--- src/rtl/tone_decoder.sv ---
// Classifies a square-wave tone by measured half-period and reports the start, end and length in ms of each burst.
// Latency: an edge pulse comes 3 cycles after an audio_in transition, and the registered outputs follow 1 cycle later.
// Backpressure: none; levels and single-cycle pulses only, so the consumer must sample every cycle.
module tone_decoder #(
   parameter int unsigned CLOCK_HZ      = 100_000_000,
   parameter int unsigned ITEM0_FREQ_HZ = 800,
   parameter int unsigned ITEM1_FREQ_HZ = 1000,
   parameter int unsigned ITEM2_FREQ_HZ = 1200,
   parameter int unsigned ITEM3_FREQ_HZ = 1400,
   parameter int unsigned ERROR_FREQ_HZ = 300,
   parameter int unsigned TOL_PCT       = 5,
   parameter int unsigned LOCK_COUNT    = 4,
   parameter int unsigned SILENCE_MS    = 5
) (
   input  logic        clk,
   input  logic        rst,
   input  logic        audio_in,
   output logic        tone_detected,
   output logic [2:0]  tone_code,
   output logic        tone_start,
   output logic        tone_end,
   output logic [15:0] duration_ms,
   output logic        burst_err
);

   // expected half-periods (+1 matches the edge-to-edge cycle count) and tolerance windows
   localparam logic [31:0] HALF0 = 32'(CLOCK_HZ / (2 * ITEM0_FREQ_HZ) + 1);
   localparam logic [31:0] HALF1 = 32'(CLOCK_HZ / (2 * ITEM1_FREQ_HZ) + 1);
   localparam logic [31:0] HALF2 = 32'(CLOCK_HZ / (2 * ITEM2_FREQ_HZ) + 1);
   localparam logic [31:0] HALF3 = 32'(CLOCK_HZ / (2 * ITEM3_FREQ_HZ) + 1);
   localparam logic [31:0] HALF4 = 32'(CLOCK_HZ / (2 * ERROR_FREQ_HZ) + 1);
   localparam logic [31:0] WIN0  = 32'(HALF0 * TOL_PCT / 100);
   localparam logic [31:0] WIN1  = 32'(HALF1 * TOL_PCT / 100);
   localparam logic [31:0] WIN2  = 32'(HALF2 * TOL_PCT / 100);
   localparam logic [31:0] WIN3  = 32'(HALF3 * TOL_PCT / 100);
   localparam logic [31:0] WIN4  = 32'(HALF4 * TOL_PCT / 100);

   localparam logic [31:0] MS_LAST     = 32'(CLOCK_HZ / 1000 - 1);
   localparam logic [31:0] SILENCE_CYC = 32'((CLOCK_HZ / 1000) * SILENCE_MS);
   localparam logic [7:0]  LOCK_N      = 8'(LOCK_COUNT);
   localparam logic [2:0]  CODE_NONE   = 3'd7;

   localparam logic [1:0] S_IDLE   = 2'd0;
   localparam logic [1:0] S_ACQ    = 2'd1;
   localparam logic [1:0] S_LOCKED = 2'd2;

   logic        r_sync1, r_sync2, r_sync3, r_edge;
   logic [31:0] r_hp_cnt;
   logic [1:0]  r_state;
   logic [2:0]  r_cand;
   logic [7:0]  r_match;
   logic [2:0]  r_code;
   logic        r_det, r_start, r_end, r_berr;
   logic [15:0] r_dur;
   logic [31:0] r_ms_pre;
   logic [15:0] r_ms_run;
   logic [15:0] r_last_ms;

   logic [2:0]  w_class;
   logic [7:0]  w_next_match;
   logic        w_silence;
   logic        w_switch;
   logic        w_ms_clear;

   // true when p lies within h +/- w; 33-bit math keeps a saturated p from wrapping
   function automatic logic in_win(input logic [31:0] p, input logic [31:0] h, input logic [31:0] w);
      logic [32:0] pe, he, we;
      pe = {1'b0, p};
      he = {1'b0, h};
      we = {1'b0, w};
      return ((pe + we) >= he) && (pe <= (he + we));
   endfunction

   // synchronise audio_in and register a one-cycle pulse on either edge
   always_ff @(posedge clk or posedge rst) begin
      if (rst) begin
         r_sync1 <= 1'b0;
         r_sync2 <= 1'b0;
         r_sync3 <= 1'b0;
         r_edge  <= 1'b0;
      end else begin
         r_sync1 <= audio_in;
         r_sync2 <= r_sync1;
         r_sync3 <= r_sync2;
         r_edge  <= r_sync2 ^ r_sync3;
      end
   end

   // cycles since the last edge pulse; equals the half-period on the cycle of the next edge
   always_ff @(posedge clk or posedge rst) begin
      if (rst) begin
         r_hp_cnt <= 32'd0;
      end else if (r_edge) begin
         r_hp_cnt <= 32'd1;
      end else if (r_hp_cnt != 32'hFFFF_FFFF) begin
         r_hp_cnt <= r_hp_cnt + 32'd1;
      end
   end

   // classify the current half-period; the lowest matching code wins
   always_comb begin
      w_class = CODE_NONE;
      if (in_win(r_hp_cnt, HALF0, WIN0)) begin
         w_class = 3'd0;
      end else if (in_win(r_hp_cnt, HALF1, WIN1)) begin
         w_class = 3'd1;
      end else if (in_win(r_hp_cnt, HALF2, WIN2)) begin
         w_class = 3'd2;
      end else if (in_win(r_hp_cnt, HALF3, WIN3)) begin
         w_class = 3'd3;
      end else if (in_win(r_hp_cnt, HALF4, WIN4)) begin
         w_class = 3'd4;
      end
   end

   assign w_next_match = (w_class == r_cand) ? (r_match + 8'd1) : 8'd1;
   assign w_silence    = (r_hp_cnt >= SILENCE_CYC);
   assign w_switch     = (r_state == S_LOCKED) && r_edge && (w_class != CODE_NONE) &&
                         (w_class != r_code) && (w_next_match == LOCK_N);
   assign w_ms_clear   = (r_state == S_IDLE) || w_switch;

   // ms prescaler/run counter, restarted while idle and at a tone switch; each edge snapshots it
   always_ff @(posedge clk or posedge rst) begin
      if (rst) begin
         r_ms_pre  <= 32'd0;
         r_ms_run  <= 16'd0;
         r_last_ms <= 16'd0;
      end else begin
         if (w_ms_clear) begin
            r_ms_pre <= 32'd0;
            r_ms_run <= 16'd0;
         end else if (r_ms_pre == MS_LAST) begin
            r_ms_pre <= 32'd0;
            if (r_ms_run != 16'hFFFF) begin
               r_ms_run <= r_ms_run + 16'd1;
            end
         end else begin
            r_ms_pre <= r_ms_pre + 32'd1;
         end
         if (r_edge) begin
            r_last_ms <= w_ms_clear ? 16'd0 : r_ms_run;
         end
      end
   end

   // burst FSM: acquire a lock, track tone switches, and end bursts on silence
   always_ff @(posedge clk or posedge rst) begin
      if (rst) begin
         r_state <= S_IDLE;
         r_cand  <= CODE_NONE;
         r_match <= 8'd0;
         r_code  <= CODE_NONE;
         r_det   <= 1'b0;
         r_start <= 1'b0;
         r_end   <= 1'b0;
         r_berr  <= 1'b0;
         r_dur   <= 16'd0;
      end else begin
         r_start <= 1'b0;
         r_end   <= 1'b0;
         r_berr  <= 1'b0;
         case (r_state)
            S_IDLE: begin
               r_cand  <= CODE_NONE;
               r_match <= 8'd0;
               if (r_edge) begin
                  r_state <= S_ACQ;
               end
            end
            S_ACQ: begin
               if (r_edge) begin
                  if (w_class == CODE_NONE) begin
                     r_cand  <= CODE_NONE;
                     r_match <= 8'd0;
                  end else if (w_next_match == LOCK_N) begin
                     r_state <= S_LOCKED;
                     r_code  <= w_class;
                     r_det   <= 1'b1;
                     r_start <= 1'b1;
                     r_cand  <= CODE_NONE;
                     r_match <= 8'd0;
                  end else begin
                     r_cand  <= w_class;
                     r_match <= w_next_match;
                  end
               end else if (w_silence) begin
                  r_state <= S_IDLE;
                  r_berr  <= 1'b1;
               end
            end
            S_LOCKED: begin
               if (r_edge) begin
                  // unclassifiable edges (including a short final edge) leave the lock alone
                  if (w_class != CODE_NONE) begin
                     if (w_class == r_code) begin
                        r_cand  <= CODE_NONE;
                        r_match <= 8'd0;
                     end else if (w_next_match == LOCK_N) begin
                        r_code  <= w_class;
                        r_start <= 1'b1;
                        r_end   <= 1'b1;
                        r_dur   <= r_last_ms;
                        r_cand  <= CODE_NONE;
                        r_match <= 8'd0;
                     end else begin
                        r_cand  <= w_class;
                        r_match <= w_next_match;
                     end
                  end
               end else if (w_silence) begin
                  r_state <= S_IDLE;
                  r_end   <= 1'b1;
                  r_dur   <= r_last_ms;
                  r_det   <= 1'b0;
                  r_code  <= CODE_NONE;
               end
            end
            default: begin
               r_state <= S_IDLE;
            end
         endcase
      end
   end

   assign tone_detected = r_det;
   assign tone_code     = r_code;
   assign tone_start    = r_start;
   assign tone_end      = r_end;
   assign duration_ms   = r_dur;
   assign burst_err     = r_berr;

endmodule

--- config.mk ---
export PLATFORM = sky130hd
export DESIGN_NAME = tone_decoder
export DESIGN_NICKNAME = d
export VERILOG_FILES = /design/src/rtl/tone_decoder.sv
export SDC_FILE = /design/constraint.sdc
export NUM_CORES = 1
export LEC_CHECK = 0
export ABC_AREA = 1
export ABC_CLOCK_PERIOD_IN_PS = 10250
export BUFFER_PORTS_ARGS = -buffer_cell sky130_fd_sc_hd__buf_2
export CORE_MARGIN = 1.5
export CORE_UTILIZATION = 40
export CTS_BUF_LIST = sky130_fd_sc_hd__clkbuf_8
export DETAILED_ROUTE_END_ITERATION = 12
export PLACE_DENSITY = 0.6
export RECOVER_POWER = 100
export SETUP_SLACK_MARGIN = 0.1
export SLEW_MARGIN = 0
export SYNTH_ARGS = -nofsm -noshare
export SYNTH_HDL_FRONTEND = slang
export SYNTH_SLANG_ARGS = --single-unit
--- constraint.sdc ---
create_clock -name clk -period 10.25 [get_ports clk]
set_input_delay 1.025 -clock clk [delete_from_list [all_inputs] [get_ports clk]]
set_output_delay 1.025 -clock clk [all_outputs]
set_load 0.01 [all_outputs]
Yosys cells after proc, flatten, opt, wreduce, memory -nomap -nowiden
Index checks and enable logic that the tools add are counted. W data, S select, Z words.

Bits in registers: 136. Input bits: 3. Output and inout bits: 23. Logic and storage cells: 154.

Add/subtract/negate cells: 9. Order comparisons: 11. Equal/unequal tests: 27. Multiplexer cells: 66. Bitwise operators: 1. Reduce and logical (&&, ||, !) cells: 23.

Operator list (number): $mux W16 (9); $ge A33 B16 Y1 const B (4); $mux W32 (4); $add A32 B12 Y33 const B (3); $le A32 B16 Y1 const B (3); $add A32 B1 Y32 const B (2); $mux W8 (7); $mux W3 (17); $add A32 B11 Y33 const B (1); $add A32 B14 Y33 const B (1); $ge A33 B18 Y1 const B (1); $eq A32 B17 Y1 const B (1); $ge A32 B19 Y1 const B (1); $le A32 B17 Y1 const B (1); $le A32 B18 Y1 const B (1); $ne A32 B32 Y1 const B (1); $pmux W8 S3 (1); $add A16 B1 Y16 const B (1); $mux W1 (16); $ne A16 B16 Y1 const B (1); $ne A2 B2 Y1 const B (8); $ne A3 B3 Y1 const B (5); $mux W2 (7); $reduce_and A6 Y1 (2); 22 further kinds (39).

Depth between registers and ports, before layout
Depth after elaboration: 16. Mapped depth: 31. Mapped depth without buffers: 30.

Least setup slack after synthesis
Ideal clock, no wire load.

Path type: reg-to-reg. Start: reg r_hp_cnt[2]. End: reg r_ms_pre[18]. Setup time: 0.121 ns. Data arrival time: 3.287 ns. Data required time: 10.129 ns. Setup slack: 6.843 ns. Stages on the path, launching flop included: 31. Path buffers: 3. Period minus slack after synthesis: 3.407 ns. Cells stage by stage: dfrtp_1 -> buf_2 -> inv_2 -> ha_1 -> nand2_1 -> nand3_1 -> nand2_1 -> nand2_2 -> nand2_2 -> nor2_1 -> nand3_1 -> nand2_1 -> nand2_1 -> nor2_1 -> nand3_1 -> nor2_1 -> nand2_1 -> nand2_4 -> nand2_2 -> nor2_4 -> nand2_2 -> nand2_2 -> nand3_2 -> nor2_4 -> nand2_4 -> clkinv_4 -> nand2_4 -> nand2_2 -> buf_8 -> buf_12 -> nor2_2.

Longest elaborated chain between the ends: 14. Elaborated cells on any way between the ends: 35. Classes of those cells: add/sub: 5; order compare: 10; eq/ne: 4; mux: 7; reduce/logical: 9.

Ends and longest elaborated chain: start: declaration (line 48) `logic [31:0] r_hp_cnt;`; start signal: assignment (line 96) `r_hp_cnt <= r_hp_cnt + 32'd1;`; $add A32 B14 Y33 (line 71) `return ((pe + we) >= he) && (pe <= (he + we));`; $ge A33 B18 Y1 (line 71); $logic_and A1 B1 Y1 (line 71); $mux W2 (line 111) `end else if (in_win(r_hp_cnt, HALF4, WIN4)) begin`; $mux W3 (line 109) `end else if (in_win(r_hp_cnt, HALF3, WIN3)) begin`; $mux W3 (line 107) `end else if (in_win(r_hp_cnt, HALF2, WIN2)) begin`; $mux W3 (line 105) `end else if (in_win(r_hp_cnt, HALF1, WIN1)) begin`; $mux W3 (*) (line 103) `if (in_win(r_hp_cnt, HALF0, WIN0)) begin`; $eq A3 B3 Y1 / $ne A3 B3 Y1 (equally long branches) (line 116, 118); $mux W8 / $logic_and A1 B1 Y1 (equally long branches) (line 116, 118); $eq A8 B3 Y1 / $logic_and A1 B1 Y1 (equally long branches) (line 119, 118); $logic_and A1 B1 Y1 (*) (line 119) `(w_class != r_code) && (w_next_match == LOCK_N);`; $logic_or A1 B1 Y1 (*) (line 120) `assign w_ms_clear = (r_state == S_IDLE) || w_switch;`; $mux W32 (*) (line 129) `if (w_ms_clear) begin`; end signal: assignment (line 138) `r_ms_pre <= r_ms_pre + 32'd1;`; end: declaration (line 55) `logic [31:0] r_ms_pre;`.

Every way passes the cells marked *; elsewhere a longest branch is shown, timed or not. A chain may end at the register's enable or synchronous reset.

Worst setup path after layout
Start: reg r_hp_cnt[14]. End: reg r_last_ms[13].

Longest elaborated chain between the ends: 14. Elaborated cells on any way between the ends: 35. Classes of those cells: add/sub: 5; order compare: 10; eq/ne: 4; mux: 7; reduce/logical: 9.

Ends and longest elaborated chain: $add A32 B14 Y33 (line 71); $ge A33 B18 Y1 (line 71); $logic_and A1 B1 Y1 (line 71); $mux W2 (line 111); $mux W3 (line 109); $mux W3 (line 107); $mux W3 (line 105); $mux W3 (*) (line 103); $eq A3 B3 Y1 / $ne A3 B3 Y1 (equally long branches) (line 116, 118); $mux W8 / $logic_and A1 B1 Y1 (equally long branches) (line 116, 118); $eq A8 B3 Y1 / $logic_and A1 B1 Y1 (equally long branches) (line 119, 118); $logic_and A1 B1 Y1 (*) (line 119); $logic_or A1 B1 Y1 (*) (line 120); $mux W16 (*) (line 141) `r_last_ms <= w_ms_clear ? 16'd0 : r_ms_run;`; end signal: assignment (line 141); end: declaration (line 57) `logic [15:0] r_last_ms;`.

Marked as above.

==> flow_metrics.tcl <==
set metrics [dict create \
    portBuffers 25 \
    dieArea_sq_mm 0.0325 \
    die_w_microns 180 \
    ys_seq_elements 136 \
    hold_path_class "reg -> reg" \
    required_ps 10560 \
    initial_core_util 0.409 \
    grt_use_total 0.316 \
    place.gp.congestion 1.05 \
    r2r_start "r_hp_cnt[14]$_DFFE_PP0P_" \
    crit_buf_inv 2 \
    fp.dieH_microns 180 \
    slew_viol_final 139 \
    worst_pin_slew_ps 3780 \
    drc 0 \
    fin_skew_ps 34.3 \
    holdCritStartpoint "r_sync1$_DFF_PP0_" \
    ant_nets 0 \
    grt_pass1_wl_microns 78400 \
    cts_resized 0 \
    cp_top_family "simple AND/OR/NAND/NOR gates" \
    grt_max_degree 73 \
    netlist.area_leader.share 0.259 \
    violations "max-capacitance violations, max-slew violations" \
    leakagePower_uw 0.00627 \
    worstSkewPairLatency_ps 490 \
    critical-path-max-stage-delay_ps 1020 \
    syn_nets 2075 \
    clk_pin_slew_ps 80 \
    hold_ws_ps 359 \
    cp-start-kind "flop" \
    htree_levels 4 \
    clockBufferDepth 2 \
    dp_hpwl_microns 39800 \
    yosys-top-cells-area "dfrtp_1 (26%), nand2_1 (20%), nand3_1 (9.9%), nor2_1 (8.4%), inv_1 (5.5%)" \
    rows 64 \
    nNetsFinal 2065 \
    reg2reg_depth 25 \
    rrSetupSlack_ps 3210 \
    slew_headroom -1.52 \
    yosysSeqAreaShare 0.271 \
    routed_via_density 5.69 \
    antenna_found_initial 0 \
    syn2layout_area_growth_pct 3.68 \
    min_period_ps 7040 \
    whs_endpoint "r_sync2$_DFF_PP0_" \
    status "finished, violations left" \
    fmax_mhz 142 \
    cp_slowest_cell "nor2_1" \
    multi_input_area_sq_mm 0.00782 \
    worstSetupEndpointType "flop" \
    r2r_end "r_last_ms[13]$_DFFE_PP0P_" \
    fill_cells 3443 \
    synth_warnings 0 \
    setup_viol 0 \
    gr-total-overflow 0 \
    rsz0062_at_grt "false" \
    core_area_sq_mm 0.0307 \
    wl_per_cell_microns 21.0 \
    cpMostUsedCell "nand2_1" \
    criticalPathCategory "reg -> reg" \
    firstDrtPassIters 8 \
    maxCapViolCount 2 \
    hold_violations 0 \
    syn_avg_cell_area_sq_um 6.13 \
    cts_tree "done" \
    fin_tns_setup_ps 0 \
    vias 14000 \
    ios 26 \
    grt_pass1_vias 13200 \
    numCtsBuffers 17 \
    drt-initial-drc-count 1451 \
    min_period_over_period 0.687 \
    p_per_area_mw_per_mm2 108 \
    synth_area_sq_mm 0.0126 \
    hold_path_depth 0 \
    totalWireLength_microns 51500 \
    cts_setup_buffers 0 \
    cts_hold_repair.buffers 0 \
    drive_gt1_frac 0.0608 \
    ir_worst_vdd_mv 0.100 \
    ys_types 50 \
    diodes 0 \
    cp_max_fo 56 \
    syn-instance-count 2054 \
    worstPathArrival_ps 7350 \
    regArea_sq_mm 0.00341 \
    cts.sinks 136 \
    yosysTopAreaCell "dfrtp_1" \
    cts-root-buf "clkbuf_8" \
]
cell families (layout without fill, tap and decap cells):
kind of cell | Yosys count | after routing | share of synthesized area
buffers and inverters | 271 | 274 | 0.0932
AO/OA/AOI/OAI | 149 | 149 | 0.0659
XOR/XNOR | 68 | 68 | 0.0473
flip-flops | 136 | 136 | 0.271
AND/OR/NAND/NOR | 1412 | 1412 | 0.505
adder cells (fa/ha/maj) | 18 | 18 | 0.0179
final cells by class:
type                    instances  share of cell area
well taps                     396              0.0380
clock buffers                  18              0.0190
repair buffers                 30             0.00997
flip-flops and latches        136               0.261
clock inverters                14              0.0108
multi-input cells            1647               0.600
inverters                     212              0.0612
metal layers:
metal	wire length [microns]	share of wire	track usage
met5	0	0	0
met4	2830	0.055	0.171
met3	3720	0.072	0.0426
met2	23800	0.46	0.521
met1	21200	0.41	0.402
sequential cells by signal, indices dropped and copies added, names as in the netlist:
signal	flops
r_hp_cnt	32
r_ms_pre	32
duration_ms	16
r_last_ms	16
r_ms_run	16
r_match	8
r_cand	3
tone_code	3
r_state	2
burst_err	1
r_edge	1
r_sync1	1
r_sync2	1
r_sync3	1
tone_detected	1
tone_end	1
tone_start	1
power by group:
part	switching, uW	internal, uW
sequential	30.5	569
combinational	272	90.7
clock	249	204
cell usage in the layout, fill, tap and decap left out, drive strengths merged, types with 40 or more instances in the layout:
cell type	netlist	final
dfrtp	130	130
nand4	56	56
inv	206	209
nand3	253	253
nor3	52	52
nor2	324	324
nand2	693	693
a21oi	49	49
clkbuf	22	40
o21ai	73	73
xor2	57	57
cell usage after synthesis (all sizes together):
cell type and n:
nand2 693, nor2 324, nand3 253, inv 206, dfrtp 130, o21ai 73
xor2 57, nand4 56, nor3 52, a21oi 49, buf 37, clkbuf 22
ha 18, nor4 18, xnor2 11, nand3b 10, a211oi 6, clkinv 6
dfstp 6, o211ai 5, and2 4, a31oi 3, a21boi 2, a41oi 2
nor3b 2, o31ai 2, a211o 1, a311oi 1, a31o 1, o2111a 1
o2111ai 1, o21bai 1, o41ai 1
stage by stage:
step | setup WS, ps | total power [uW] | util | instance area, sq um | std cells
after CTS | 4740 | 1450 | 0.432 | 13300 | 2453
after global routing | 2730 | 1500 | 0.424 | 13000 | 2453
after detailed placement | 4770 | 998 | 0.419 | 12900 | 2421
final | 3210 | 1410 | 0.424 | 13000 | 2453
after floorplan | 5600 | 937 | - | 12600 | 2054
after global placement | 4760 | 999 | 0.419 | 12900 | 2421
worst max path at each step:
stage,startpoint,to,cells after the start
after floorplan,rst,burst_err$_DFF_PP0_,1
after global placement,r_hp_cnt[14]$_DFFE_PP0P_,r_last_ms[13]$_DFFE_PP0P_,25
after detailed placement,r_hp_cnt[14]$_DFFE_PP0P_,r_last_ms[13]$_DFFE_PP0P_,25
after CTS,r_hp_cnt[14]$_DFFE_PP0P_,r_last_ms[13]$_DFFE_PP0P_,25
after global routing,r_hp_cnt[14]$_DFFE_PP0P_,r_last_ms[6]$_DFFE_PP0P_,25
final,r_hp_cnt[14]$_DFFE_PP0P_,r_last_ms[13]$_DFFE_PP0P_,25
No activity file was read; power rests on OpenSTA's default activity.
